--- src/rtl/div.sv ---
// div: sequential 32-bit signed restoring divider (MIPS DIV semantics); optional DIV_ZERO_EN adds the div0 flag
module div #(
    parameter int NBITS = 32
) (
    input  logic             clk,
    input  logic             rst,
    input  logic [NBITS-1:0] a,
    input  logic [NBITS-1:0] b,
    input  logic             init,
    input  logic             stop,
    output logic [NBITS-1:0] hi,
    output logic [NBITS-1:0] lo,
    output logic             busy,
    output logic             done
`ifdef DIV_ZERO_EN
    ,
    output logic             div0
`endif
);
    typedef enum logic {IDLE, CALC} state_t;
    state_t state_q, state_d;
    logic [5:0] cnt_q, cnt_d;
    logic [NBITS-1:0] quo_q, quo_d, rem_q, rem_d, absb_q, absb_d;
    logic [NBITS-1:0] hi_q, hi_d, lo_q, lo_d;
    logic sa_q, sa_d, sb_q, sb_d, done_q, done_d;
    logic [NBITS:0] sh_rem, trial;
    logic go, accept;
    assign go = (state_q == IDLE) && init && !stop;
`ifdef DIV_ZERO_EN
    logic div0_q, div0_d, dz;
    assign dz = go && (b == '0);
    assign accept = go && !dz;
    assign div0 = div0_q;
`else
    assign accept = go;
`endif
    assign sh_rem = {rem_q, quo_q[NBITS-1]};
    assign trial = sh_rem - {1'b0, absb_q};
    assign hi = hi_q;
    assign lo = lo_q;
    assign busy = (state_q == CALC);
    assign done = done_q;
    // Next state: accept a start, iterate while the counter runs, then sign-correct and publish
    always_comb begin
        state_d = state_q;
        cnt_d = cnt_q;
        quo_d = quo_q;
        rem_d = rem_q;
        absb_d = absb_q;
        sa_d = sa_q;
        sb_d = sb_q;
        hi_d = hi_q;
        lo_d = lo_q;
        done_d = 1'b0;
`ifdef DIV_ZERO_EN
        div0_d = dz ? 1'b1 : (accept ? 1'b0 : div0_q);
        done_d = dz;
`endif
        if (accept) begin
            sa_d = a[NBITS-1];
            sb_d = b[NBITS-1];
            quo_d = a[NBITS-1] ? -a : a;
            absb_d = b[NBITS-1] ? -b : b;
            rem_d = '0;
            cnt_d = 6'd32;
            state_d = CALC;
        end else if (state_q == CALC) begin
            if (stop) begin
                state_d = IDLE;
                cnt_d = '0;
            end else if (cnt_q != '0) begin
                rem_d = trial[NBITS] ? sh_rem[NBITS-1:0] : trial[NBITS-1:0];
                quo_d = {quo_q[NBITS-2:0], ~trial[NBITS]};
                cnt_d = cnt_q - 6'd1;
            end else begin
                lo_d = (sa_q ^ sb_q) ? -quo_q : quo_q;
                hi_d = sa_q ? -rem_q : rem_q;
                done_d = 1'b1;
                state_d = IDLE;
            end
        end
    end
    // State and datapath registers, cleared asynchronously
    always_ff @(posedge clk or posedge rst) begin
        if (rst) begin
            state_q <= IDLE;
            cnt_q <= '0;
            quo_q <= '0;
            rem_q <= '0;
            absb_q <= '0;
            sa_q <= 1'b0;
            sb_q <= 1'b0;
            hi_q <= '0;
            lo_q <= '0;
            done_q <= 1'b0;
`ifdef DIV_ZERO_EN
            div0_q <= 1'b0;
`endif
        end else begin
            state_q <= state_d;
            cnt_q <= cnt_d;
            quo_q <= quo_d;
            rem_q <= rem_d;
            absb_q <= absb_d;
            sa_q <= sa_d;
            sb_q <= sb_d;
            hi_q <= hi_d;
            lo_q <= lo_d;
            done_q <= done_d;
`ifdef DIV_ZERO_EN
            div0_q <= div0_d;
`endif
        end
    end
endmodule

--- config.mk ---
export PLATFORM = sky130hd
export DESIGN_NAME = div
export DESIGN_NICKNAME = d
export VERILOG_FILES = /design/src/rtl/div.sv
export SDC_FILE = /design/constraint.sdc
export NUM_CORES = 1
export LEC_CHECK = 0
export BUFFER_PORTS_ARGS = -buffer_cell sky130_fd_sc_hd__buf_2
export CORE_MARGIN = 2
export CORE_UTILIZATION = 30
export CTS_CLUSTER_SIZE = 24
export DETAILED_ROUTE_END_ITERATION = 8
export HOLD_SLACK_MARGIN = 0.05
export PLACE_DENSITY_LB_ADDON = 0.1
export SKIP_CTS_REPAIR_TIMING = 1
export SLEW_MARGIN = 20
export SYNTH_ARGS = -nofsm -noshare
export SYNTH_HDL_FRONTEND = slang
export SYNTH_SLANG_ARGS = --single-unit
--- constraint.sdc ---
create_clock -name clk -period 6.4 [get_ports clk]
set_input_delay 0.64 -clock clk [delete_from_list [all_inputs] [get_ports clk]]
set_output_delay 0.64 -clock clk [all_outputs]
set_load 0.02 [all_outputs]
Yosys cells after proc, flatten, opt, wreduce, memory -nomap -nowiden. Index checks and enable logic that the tools add are counted.

Word-level logic and storage cells: 58. Output and inout port bits: 66. Input port bits: 68. Flip-flop bits (word level): 170.

Muxes and demuxes: 25. Equal/unequal tests: 1. Add/subtract/negate cells: 6. Bitwise logic cells: 6. Reduce and logical (&&, ||, !) cells: 10.

Operators by type and width (count): $mux 32 (13); $neg 32->32 (4); $sub 33x32->33 (1); $mux 6 (4); $mux 1 (8); $reduce_bool 6->1 (1); $sub 6x1->6 const B (1); $not 1->1 (5); $reduce_and 4->1 (1); $reduce_bool 2->1 (2); $reduce_and 3->1 (1); $reduce_bool 3->1 (1); $logic_and 1x1->1 (2); $ne 2x1->1 const B (1); $reduce_and 2->1 (1); $logic_not 1->1 (1); $xor 1x1->1 (1).

Longest topological paths before layout. Gate-level depths: netlist of run 1.

Depth after elaboration: 6. Depth in mapped cells: 13. Depth with buffers taken out: 12.

Worst setup path before layout of run 1. Ideal clock, no wire load.

Path kind: register -> register. From: reg quo_q[31]. To: reg rem_q[14]. Setup slack: 3.358 ns. Data arrival time: 2.955 ns. Path buffers: 1. Period minus slack after synthesis: 3.042 ns. Cell stages (with the launch flop): 14. Data required time: 6.313 ns. Library setup time: 0.087 ns. Cell sequence: dfrtp_1 -> inv_1 -> ha_1 -> fa_1 -> nand2b_1 -> a21oi_1 -> o21ai_0 -> o21ai_2 -> a21o_1 -> a2111oi_4 -> o211a_1 -> buf_2 -> or4_1 -> o211ai_1.

Longest elaborated chain between the ends: 6.

Ends and longest elaborated chain: start: declaration (RTL line 23) `logic [NBITS-1:0] quo_q, quo_d, rem_q, rem_d, absb_q, absb_d;`; start signal: assignment (RTL line 102) `quo_q <= quo_d;`; $sub 33x32->33 (RTL line 38) `assign trial = sh_rem - {1'b0, absb_q};`; $mux 32 (RTL line 72) `rem_d = trial[NBITS] ? sh_rem[NBITS-1:0] : trial[NBITS-1:0];`; $mux 32 (RTL line 71) `end else if (cnt_q != '0) begin`; $mux 32 (RTL line 68) `if (stop) begin`; $mux 32 (RTL line 67) `end else if (state_q == CALC) begin`; $mux 32 (RTL line 59) `if (accept) begin`; end signal: assignment (RTL line 103) `rem_q <= rem_d;`; end: declaration (RTL line 23).

No other way between the ends. The select of a mux whose other input is x is not followed. A chain may end at the register's enable or synchronous reset.

Worst setup path after layout of run 1.
From: reg quo_q[31]. To: reg rem_q[1].

Same word-level chain as after synthesis.

==> flow_results.xml, run 1 <==
<?xml version="1.0" encoding="UTF-8"?>
<metrics>
  <group name="grt">
    <metric name="pin_count_of_the_biggest_net_entering_global_routing" unit="">75</metric>
    <metric name="global_route.usage.total" unit="%">17.3</metric>
    <metric name="grt_overflow" unit="">0</metric>
    <metric name="grt_pass1_vias" unit="">8862</metric>
    <metric name="grt_first_pass_wirelength" unit="mm">52.5</metric>
    <metric name="antenna_found_initial" unit="">0</metric>
  </group>
  <group name="synth">
    <metric name="synth_edf_count" unit="">0</metric>
    <metric name="synth_top_area_share" unit="%">38.2</metric>
    <metric name="synthesis.area" unit="um2">11100</metric>
    <metric name="post_synth_top_area_cell" unit="">dfrtp_1</metric>
    <metric name="ys_ff_latch" unit="">170</metric>
    <metric name="synth_top_cells_by_area" unit="">dfrtp_1 (38%), o21ai_0 (8.2%), xor2_1 (7.9%)</metric>
    <metric name="netlist-cell-type-count" unit="">65</metric>
    <metric name="synth.avg_cell_area" unit="um2">8.48</metric>
    <metric name="synth-async-reset-ratio" unit="%">100</metric>
    <metric name="synth-seq-area-share" unit="%">38.2</metric>
    <metric name="synthFlopType" unit="">dfrtp_1</metric>
    <metric name="postSynthCellCount" unit="">1312</metric>
    <metric name="yosys_warns" unit="">0</metric>
    <metric name="mappedNetlistNets" unit="">1419</metric>
  </group>
  <group name="floorplanning">
    <metric name="die_x" unit="um">197</metric>
    <metric name="design.core.area" unit="um2">36500</metric>
    <metric name="num_io_pins" unit="">134</metric>
    <metric name="die_area" unit="um2">38600</metric>
    <metric name="floorplan.initialDensity" unit="%">30.5</metric>
    <metric name="die_y" unit="um">197</metric>
    <metric name="fp-row-count" unit="">70</metric>
  </group>
  <group name="route">
    <metric name="first_pass_iters" unit="">5</metric>
    <metric name="post-route-drc-count" unit="">0</metric>
    <metric name="drt_via_density" unit="">5.09</metric>
    <metric name="detailroute.via_count" unit="">9578</metric>
    <metric name="drt_wl_total" unit="mm">33.2</metric>
    <metric name="post_drt_wl_per_cell" unit="um">17.6</metric>
    <metric name="postRouteAntennaNets" unit="">0</metric>
    <metric name="iteration_0_drc_count_of_the_detailed_router" unit="">630</metric>
  </group>
  <group name="power">
    <metric name="power_density" unit="nW/um2">466</metric>
    <metric name="net-switching-power" unit="W">0.00271</metric>
    <metric name="power" unit="W">0.00598</metric>
    <metric name="internal_power_contribution" unit="W">0.00327</metric>
    <metric name="vdd_drop_max" unit="mV">0.225</metric>
    <metric name="switching_share_of_power" unit="%">45.3</metric>
    <metric name="clock_power_share" unit="%">19.4</metric>
    <metric name="power_leakage" unit="nW">5.84</metric>
    <metric name="share_seq_of_total_power" unit="%">31.0</metric>
    <metric name="power.combinational.fraction" unit="%">49.6</metric>
  </group>
  <group name="worst_setup_path">
    <metric name="worstRegToRegCells" unit="">12</metric>
    <metric name="critPathTopFamily" unit="">compound AO/OA/AOI/OAI gates</metric>
    <metric name="critPathMaxFanout" unit="">21</metric>
    <metric name="worst_r2r_endpoint" unit="">rem_q[1]$_DFFE_PP0P_</metric>
    <metric name="crit_path_cell_trace" unit="">inv_1, ha_1, fa_1, nand2b_1, a21oi_1, o21ai_0, o21ai_2, a21o_1, a2111oi_4, o211ai_1, nand3_1, o311ai_0</metric>
    <metric name="worstSetupPathType" unit="">register to register</metric>
    <metric name="regToRegSetupSlack" unit="ns">2.40</metric>
    <metric name="crit_start" unit="">quo_q[31]$_DFFE_PP0P_</metric>
    <metric name="worst_setup_path_start_kind" unit="">register</metric>
    <metric name="critical_path_required" unit="ns">6.70</metric>
    <metric name="timing.critical_path.arrival" unit="ns">4.30</metric>
    <metric name="critical-path-max-stage-delay" unit="ns">0.69</metric>
    <metric name="r2r-start" unit="">quo_q[31]$_DFFE_PP0P_</metric>
    <metric name="critical_path.slowest_cell" unit="">nand3_1</metric>
    <metric name="end_kind" unit="">register</metric>
    <metric name="worstPathBufferInverterCount" unit="">1</metric>
  </group>
  <group name="final_layout">
    <metric name="finish.cell_count_without_fillers" unit="">1883</metric>
    <metric name="mostFrequentLayoutCells" unit="">nand2_1 (212), o21ai_0 (182), dfrtp_1 (170), buf_2 (133), xor2_1 (100)</metric>
    <metric name="post_route_cells_drive_above_1_share" unit="%">14.1</metric>
    <metric name="fill_cells" unit="">3838</metric>
    <metric name="num_antenna_cells" unit="">0</metric>
    <metric name="mostFrequentLayoutCell" unit="">nand2_1</metric>
    <metric name="area_growth_syn_to_layout" unit="%">15.4</metric>
    <metric name="final_net_count" unit="">1510</metric>
  </group>
  <group name="clock_network">
    <metric name="cts_sinks" unit="">170</metric>
    <metric name="tritoncts.num_buffers" unit="">17</metric>
    <metric name="clk_transition_reported_paths" unit="ns">0.07</metric>
    <metric name="tritoncts" unit="">done</metric>
    <metric name="ctsRootBufferMaster" unit="">clkbuf_16</metric>
    <metric name="cts.path.max_buffers" unit="">2</metric>
    <metric name="worst_skew_pair.late_latency" unit="ns">0.44</metric>
    <metric name="h_tree_depth" unit="">4</metric>
  </group>
  <group name="placed_design">
    <metric name="place.detailed.hpwl" unit="mm">24.7</metric>
    <metric name="place_congestion" unit="">0.850</metric>
    <metric name="setup_ws_pre_cts" unit="ns">2.37</metric>
    <metric name="io_buffer_count" unit="">133</metric>
    <metric name="dp.cells" unit="">1852</metric>
  </group>
  <group name="sta">
    <metric name="worst_slack" unit="ns">2.40</metric>
    <metric name="timing.final.hold_violations" unit="">0</metric>
    <metric name="layout_worst_path_cycle_share" unit="%">62.5</metric>
    <metric name="clock-skew-final" unit="ns">0.0130</metric>
    <metric name="timing_max_transition_violations_final" unit="">0</metric>
    <metric name="maxSlewHeadroom" unit="%">30.6</metric>
    <metric name="finalSetupViolCount" unit="">0</metric>
    <metric name="finalHoldWorstSlack" unit="ns">0.328</metric>
    <metric name="setup_tns" unit="ns">0</metric>
    <metric name="tightest_slew" unit="ns">1.04</metric>
    <metric name="unrepaired_setup_endpoints_after_global_routing" unit="">no</metric>
    <metric name="maximum_operating_frequency" unit="MHz">250</metric>
    <metric name="period_needed" unit="ns">4.00</metric>
  </group>
  <group name="run">
    <metric name="cap_viol_max_count" unit="">0</metric>
  </group>
  <group name="min_path">
    <metric name="holdCritPathClass" unit="">input pin to asynchronous set/reset pin</metric>
  </group>
  <group name="status">
    <metric name="status" unit="">finished, final reports clean</metric>
  </group>
</metrics>
[power by group through the flow]
| stage | Clock (W) | Sequential [W] | Combinational, W |
|---|---|---|---|
| 6_report | 0.00116 | 0.00185 | 0.00297 |
| 5_1_grt | 0.00123 | 0.00192 | 0.00336 |
| 3_5_place_dp | 0 | 0.00187 | 0.00298 |
| 3_3_place_gp | 0 | 0.00186 | 0.00298 |
| 4_1_cts | 0.00119 | 0.00185 | 0.00299 |
| 2_1_floorplan | 0 | 0.00189 | 0.00207 |
[state kept, by name, indices dropped and copies added (netlist names)]
name / count
absb_q: 32
busy: 1
cnt_q: 6
done: 1
hi: 32
lo: 32
quo_q: 32
rem_q: 32
sa_q: 1
sb_q: 1
[synth_stat cells, types with 5 or more instances]
master / n
a21o_1: 10
a21oi_1: 44
a221o_1: 12
a22oi_1: 28
a31oi_1: 6
and3_1: 8
buf_1: 5
buf_2: 6
clkbuf_1: 62
dfrtp_1: 170
ha_1: 38
inv_1: 57
nand2_1: 212
nand2b_1: 14
nand3_1: 19
nand4_1: 6
nor2_1: 59
nor2b_1: 9
nor3_1: 17
nor4_1: 26
o211ai_1: 21
o21ai_0: 182
o311ai_0: 9
o31ai_1: 33
o41ai_1: 15
or2_2: 5
or3_1: 10
or4_1: 19
xnor2_1: 45
xor2_1: 100
[area by class of cell]
class	count	area [um2]	area share, %
clock buffers	22	474	3.69
inverters	57	219	1.71
multi-input cells	1011	6380	49.7
repair buffers	146	763	5.95
clock inverters	9	160	1.25
well taps	468	586	4.56
flip-flops and latches	170	4250	33.1
[per-layer routing]
layer	GRT usage, %	share of wire (%)
met1	28.2	55
met2	23.5	40
met3	2.62	4.2
met4	3.70	1.0
met5	0	0
[metrics by stage]
stage	instance area, um2	utilization [%]
after CTS	12800	35.1
after floorplan	11100	-
after global routing	12800	35.1
after global placement	12200	33.4
final	12800	35.1
after detailed placement	12200	33.4
[worst max path at each step]
stage,endpoint,slack (ns),cells past startpoint
finish,rem_q[1]$_DFFE_PP0P_,2.40,12
global route,rem_q[0]$_DFFE_PP0P_,1.99,12
CTS,rem_q[0]$_DFFE_PP0P_,2.34,12
detailed placement,rem_q[0]$_DFFE_PP0P_,2.37,12
global placement,rem_q[29]$_DFFE_PP0P_,2.44,10
floorplan,absb_q[0]$_DFFE_PP0P_,1.16,1
[cell families (layout without fill, tap and decap cells)]
group | Yosys count | count (layout) | share of synthesized area, %
AND/OR/NAND/NOR | 426 | 426 | 18.3
AO/OA/AOI/OAI | 397 | 397 | 22.7
flip-flops | 170 | 170 | 38.2
XOR/XNOR | 145 | 145 | 11.4
buffers and inverters | 131 | 234 | 4.56
adder cells (fa/ha/maj) | 39 | 39 | 4.45
multiplexers | 4 | 4 | 0.371
Note: power is estimated with default switching activity, not from simulation.
==> run 2: changes to the inputs <==
==> constraint.sdc (replaced) <==
create_clock -name clk -period 3.2 [get_ports clk]
set_input_delay 0.32 -clock clk [delete_from_list [all_inputs] [get_ports clk]]
set_output_delay 0.32 -clock clk [all_outputs]
set_load 0.02 [all_outputs]
==> run 2 against run 1 <==
Against the previous run: power grew 120%; design area increased by 7.9%; sequential power grew 94%; count of clock-buffer cells in the layout decreased by 5; clock power up 99%; wire length rose by 1.7%; final cell count is 5.3% higher; via count increased by 3.8%; combinational power increased by 140%; largest cell class unchanged; largest power group unchanged.
==> flow_results.xml, run 2 (same netlist as run 1, synthesis figures left out) <==
<?xml version="1.0" encoding="UTF-8"?>
<metrics>
  <group name="status">
    <metric name="status" unit="">finished, final reports clean</metric>
  </group>
  <group name="final_layout">
    <metric name="mostFrequentLayoutCells" unit="">nand2_1 (212), o21ai_0 (180), dfrtp_1 (168), buf_2 (133), buf_4 (102)</metric>
    <metric name="mostFrequentLayoutCell" unit="">nand2_1</metric>
    <metric name="fill_cells" unit="">3805</metric>
    <metric name="area_growth_syn_to_layout" unit="%">24.5</metric>
    <metric name="post_route_cells_drive_above_1_share" unit="%">21.8</metric>
    <metric name="combined_flip_flop_and_latch_cell_area" unit="um2">4260</metric>
    <metric name="num_antenna_cells" unit="">0</metric>
    <metric name="final_net_count" unit="">1610</metric>
    <metric name="multi_input_area" unit="um2">6560</metric>
    <metric name="finish.cell_count_without_fillers" unit="">1983</metric>
  </group>
  <group name="sta">
    <metric name="maximum_operating_frequency" unit="MHz">315</metric>
    <metric name="tightest_slew" unit="ns">0.638</metric>
    <metric name="finalSetupViolCount" unit="">0</metric>
    <metric name="maxSlewHeadroom" unit="%">57.1</metric>
    <metric name="layout_worst_path_cycle_share" unit="%">99.1</metric>
    <metric name="clock-skew-final" unit="ns">0.00939</metric>
    <metric name="timing.final.hold_violations" unit="">0</metric>
    <metric name="unrepaired_setup_endpoints_after_global_routing" unit="">yes</metric>
    <metric name="worst_slack" unit="ns">0.0277</metric>
    <metric name="period_needed" unit="ns">3.17</metric>
    <metric name="timing_max_transition_violations_final" unit="">0</metric>
  </group>
  <group name="floorplanning">
    <metric name="die_y" unit="um">197</metric>
    <metric name="fp-row-count" unit="">70</metric>
    <metric name="die_x" unit="um">197</metric>
    <metric name="design.core.area" unit="um2">36500</metric>
    <metric name="floorplan.initialDensity" unit="%">30.5</metric>
    <metric name="num_io_pins" unit="">134</metric>
    <metric name="die_area" unit="um2">38600</metric>
  </group>
  <group name="power">
    <metric name="share_seq_of_total_power" unit="%">27.3</metric>
    <metric name="power.combinational.fraction" unit="%">55.1</metric>
    <metric name="clock_power_share" unit="%">17.6</metric>
    <metric name="power_leakage" unit="nW">6.38</metric>
    <metric name="power_density" unit="nW/um2">946</metric>
    <metric name="power" unit="W">0.0131</metric>
    <metric name="switching_share_of_power" unit="%">44.0</metric>
    <metric name="vdd_drop_max" unit="mV">0.408</metric>
    <metric name="internal_power_contribution" unit="W">0.00733</metric>
    <metric name="net-switching-power" unit="W">0.00577</metric>
  </group>
  <group name="route">
    <metric name="drt_via_density" unit="">5.01</metric>
    <metric name="detailroute.via_count" unit="">9941</metric>
    <metric name="first_pass_iters" unit="">5</metric>
    <metric name="postRouteAntennaNets" unit="">0</metric>
    <metric name="drt_wl_total" unit="mm">33.7</metric>
    <metric name="iteration_0_drc_count_of_the_detailed_router" unit="">501</metric>
    <metric name="post_drt_wl_per_cell" unit="um">17.0</metric>
    <metric name="post-route-drc-count" unit="">0</metric>
  </group>
  <group name="worst_setup_path">
    <metric name="critical_path_required" unit="ns">3.54</metric>
    <metric name="timing.critical_path.arrival" unit="ns">3.52</metric>
    <metric name="r2r-start" unit="">rem_q[11]$_DFFE_PP0P_</metric>
    <metric name="worst_r2r_endpoint" unit="">rem_q[22]$_DFFE_PP0P_</metric>
    <metric name="worst_setup_path_start_kind" unit="">register</metric>
    <metric name="worstPathBufferInverterCount" unit="">2</metric>
    <metric name="worstSetupPathType" unit="">register to register</metric>
    <metric name="cp_num_cells" unit="">12</metric>
    <metric name="critPathTopFamily" unit="">compound AO/OA/AOI/OAI gates</metric>
    <metric name="critical_path.most_common_cell" unit="">o21ai_2</metric>
    <metric name="crit_path_cell_trace" unit="">ha_4, a211oi_2, o21ai_2, a221oi_2, o21ai_2, a21o_1, a2111oi_4, buf_4, nor3_4, buf_6, or4_1, o211ai_1</metric>
    <metric name="critical-path-max-stage-delay" unit="ns">0.51</metric>
    <metric name="worstRegToRegCells" unit="">12</metric>
    <metric name="end_kind" unit="">register</metric>
    <metric name="critPathCapture" unit="">rem_q[22]$_DFFE_PP0P_</metric>
    <metric name="critPathMaxFanout" unit="">14</metric>
    <metric name="regToRegSetupSlack" unit="ns">0.03</metric>
    <metric name="critical_path.slowest_cell" unit="">or4_1</metric>
    <metric name="crit_start" unit="">rem_q[11]$_DFFE_PP0P_</metric>
  </group>
  <group name="placed_design">
    <metric name="dp.cells" unit="">1945</metric>
    <metric name="place_congestion" unit="">0.802</metric>
    <metric name="io_buffer_count" unit="">133</metric>
    <metric name="setup_ws_pre_cts" unit="ns">-0.150</metric>
    <metric name="place.detailed.hpwl" unit="mm">25.7</metric>
  </group>
  <group name="grt">
    <metric name="antenna_found_initial" unit="">0</metric>
    <metric name="grt_overflow" unit="">0</metric>
    <metric name="groute.layer.met1.usage" unit="%">27.9</metric>
    <metric name="grt.busiest_layer" unit="">met1</metric>
    <metric name="global_route.usage.total" unit="%">17.5</metric>
    <metric name="groute.layer.met3.usage" unit="%">2.45</metric>
    <metric name="pin_count_of_the_biggest_net_entering_global_routing" unit="">73</metric>
    <metric name="grt_first_pass_wirelength" unit="mm">53.3</metric>
    <metric name="grt_pass1_vias" unit="">9560</metric>
    <metric name="grt_use_met2" unit="%">24.6</metric>
  </group>
  <group name="clock_network">
    <metric name="cts.path.max_buffers" unit="">2</metric>
    <metric name="worst_skew_pair.late_latency" unit="ns">0.43</metric>
    <metric name="tritoncts" unit="">done</metric>
    <metric name="clk_transition_reported_paths" unit="ns">0.07</metric>
    <metric name="h_tree_depth" unit="">4</metric>
    <metric name="cts_sinks" unit="">170</metric>
    <metric name="tritoncts.num_buffers" unit="">17</metric>
    <metric name="ctsRootBufferMaster" unit="">clkbuf_16</metric>
  </group>
  <group name="min_path">
    <metric name="holdCritPathClass" unit="">input pin to register</metric>
  </group>
  <group name="run">
    <metric name="cap_viol_max_count" unit="">0</metric>
  </group>
</metrics>
-- run 2: cell types whose count changed in the layout (fill, tap and decap cells not counted), moves of 4 or more --
cell,previous run,this run
buf_6,0,5
buf_4,13,102
buf_12,0,5
ha_1,38,32
o311ai_0,9,5
ha_4,0,4
o21ai_2,1,5
-- run 2: worst min-delay path by stage --
stage / from / end / slack (ns) / depth (start not counted)
after global placement: rst / hi[21]$_DFFE_PP0P_ / 0.40 / 2
after detailed placement: rst / hi[21]$_DFFE_PP0P_ / 0.40 / 2
after CTS: rst / hi[21]$_DFFE_PP0P_ / -0.07 / 2
after global routing: stop / cnt_q[5]$_DFFE_PP0P_ / 0.16 / 2
final: stop / cnt_q[5]$_DFFE_PP0P_ / 0.14 / 2
after floorplan: stop / cnt_q[5]$_DFFE_PP0P_ / 0.43 / 1
-- run 2: power groups by stage --
stage	Sequential [W]	Combinational, W	Clock (W)
floorplan	0.00378	0.00414	0
global placement	0.00359	0.00687	0
detailed placement	0.00360	0.00690	0
CTS	0.00356	0.00692	0.00237
global route	0.00370	0.00803	0.00245
finish	0.00358	0.00722	0.00231
-- run 2: through the flow --
stage          instance area [um2]  utilization, %  hold WS, ns  TNS (ns)
2_1_floorplan                11100               -        0.430         0
6_report                     13900            37.9        0.143         0
5_1_grt                      13900            37.9        0.158     -1.54
3_5_place_dp                 12900            35.5        0.404     -1.69
4_1_cts                      13600            37.2      -0.0692     -3.01
3_3_place_gp                 12900            35.5        0.402     -1.24
-- run 2: area by class of cell --
| type | count | share of cell area [%] |
|---|---|---|
| inverter | 57 | 1.57 |
| multi-input combinational | 1011 | 47.3 |
| clock buffer | 17 | 3.07 |
| sequential | 170 | 30.7 |
| clock inverter | 14 | 1.53 |
| timing repair buffer | 246 | 11.5 |
| tap | 468 | 4.23 |
-- run 2: worst register-to-register path, stage by stage, from the launching register on --
cell       delay [ns]
dfrtp_2          0.47
ha_4             0.20
a211oi_2         0.27
o21ai_2          0.10
a221oi_2         0.29
o21ai_2          0.11
a21o_1           0.25
a2111oi_4        0.35
buf_4            0.20
nor3_4           0.06
buf_6            0.17
or4_1            0.51
o211ai_1         0.11
-- run 2: layer usage --
metal / wire length [um] / share of wire [%]
met2: 13700 / 41
met3: 1150 / 3.4
met5: 0 / 0
met1: 18600 / 55
met4: 283 / 0.84
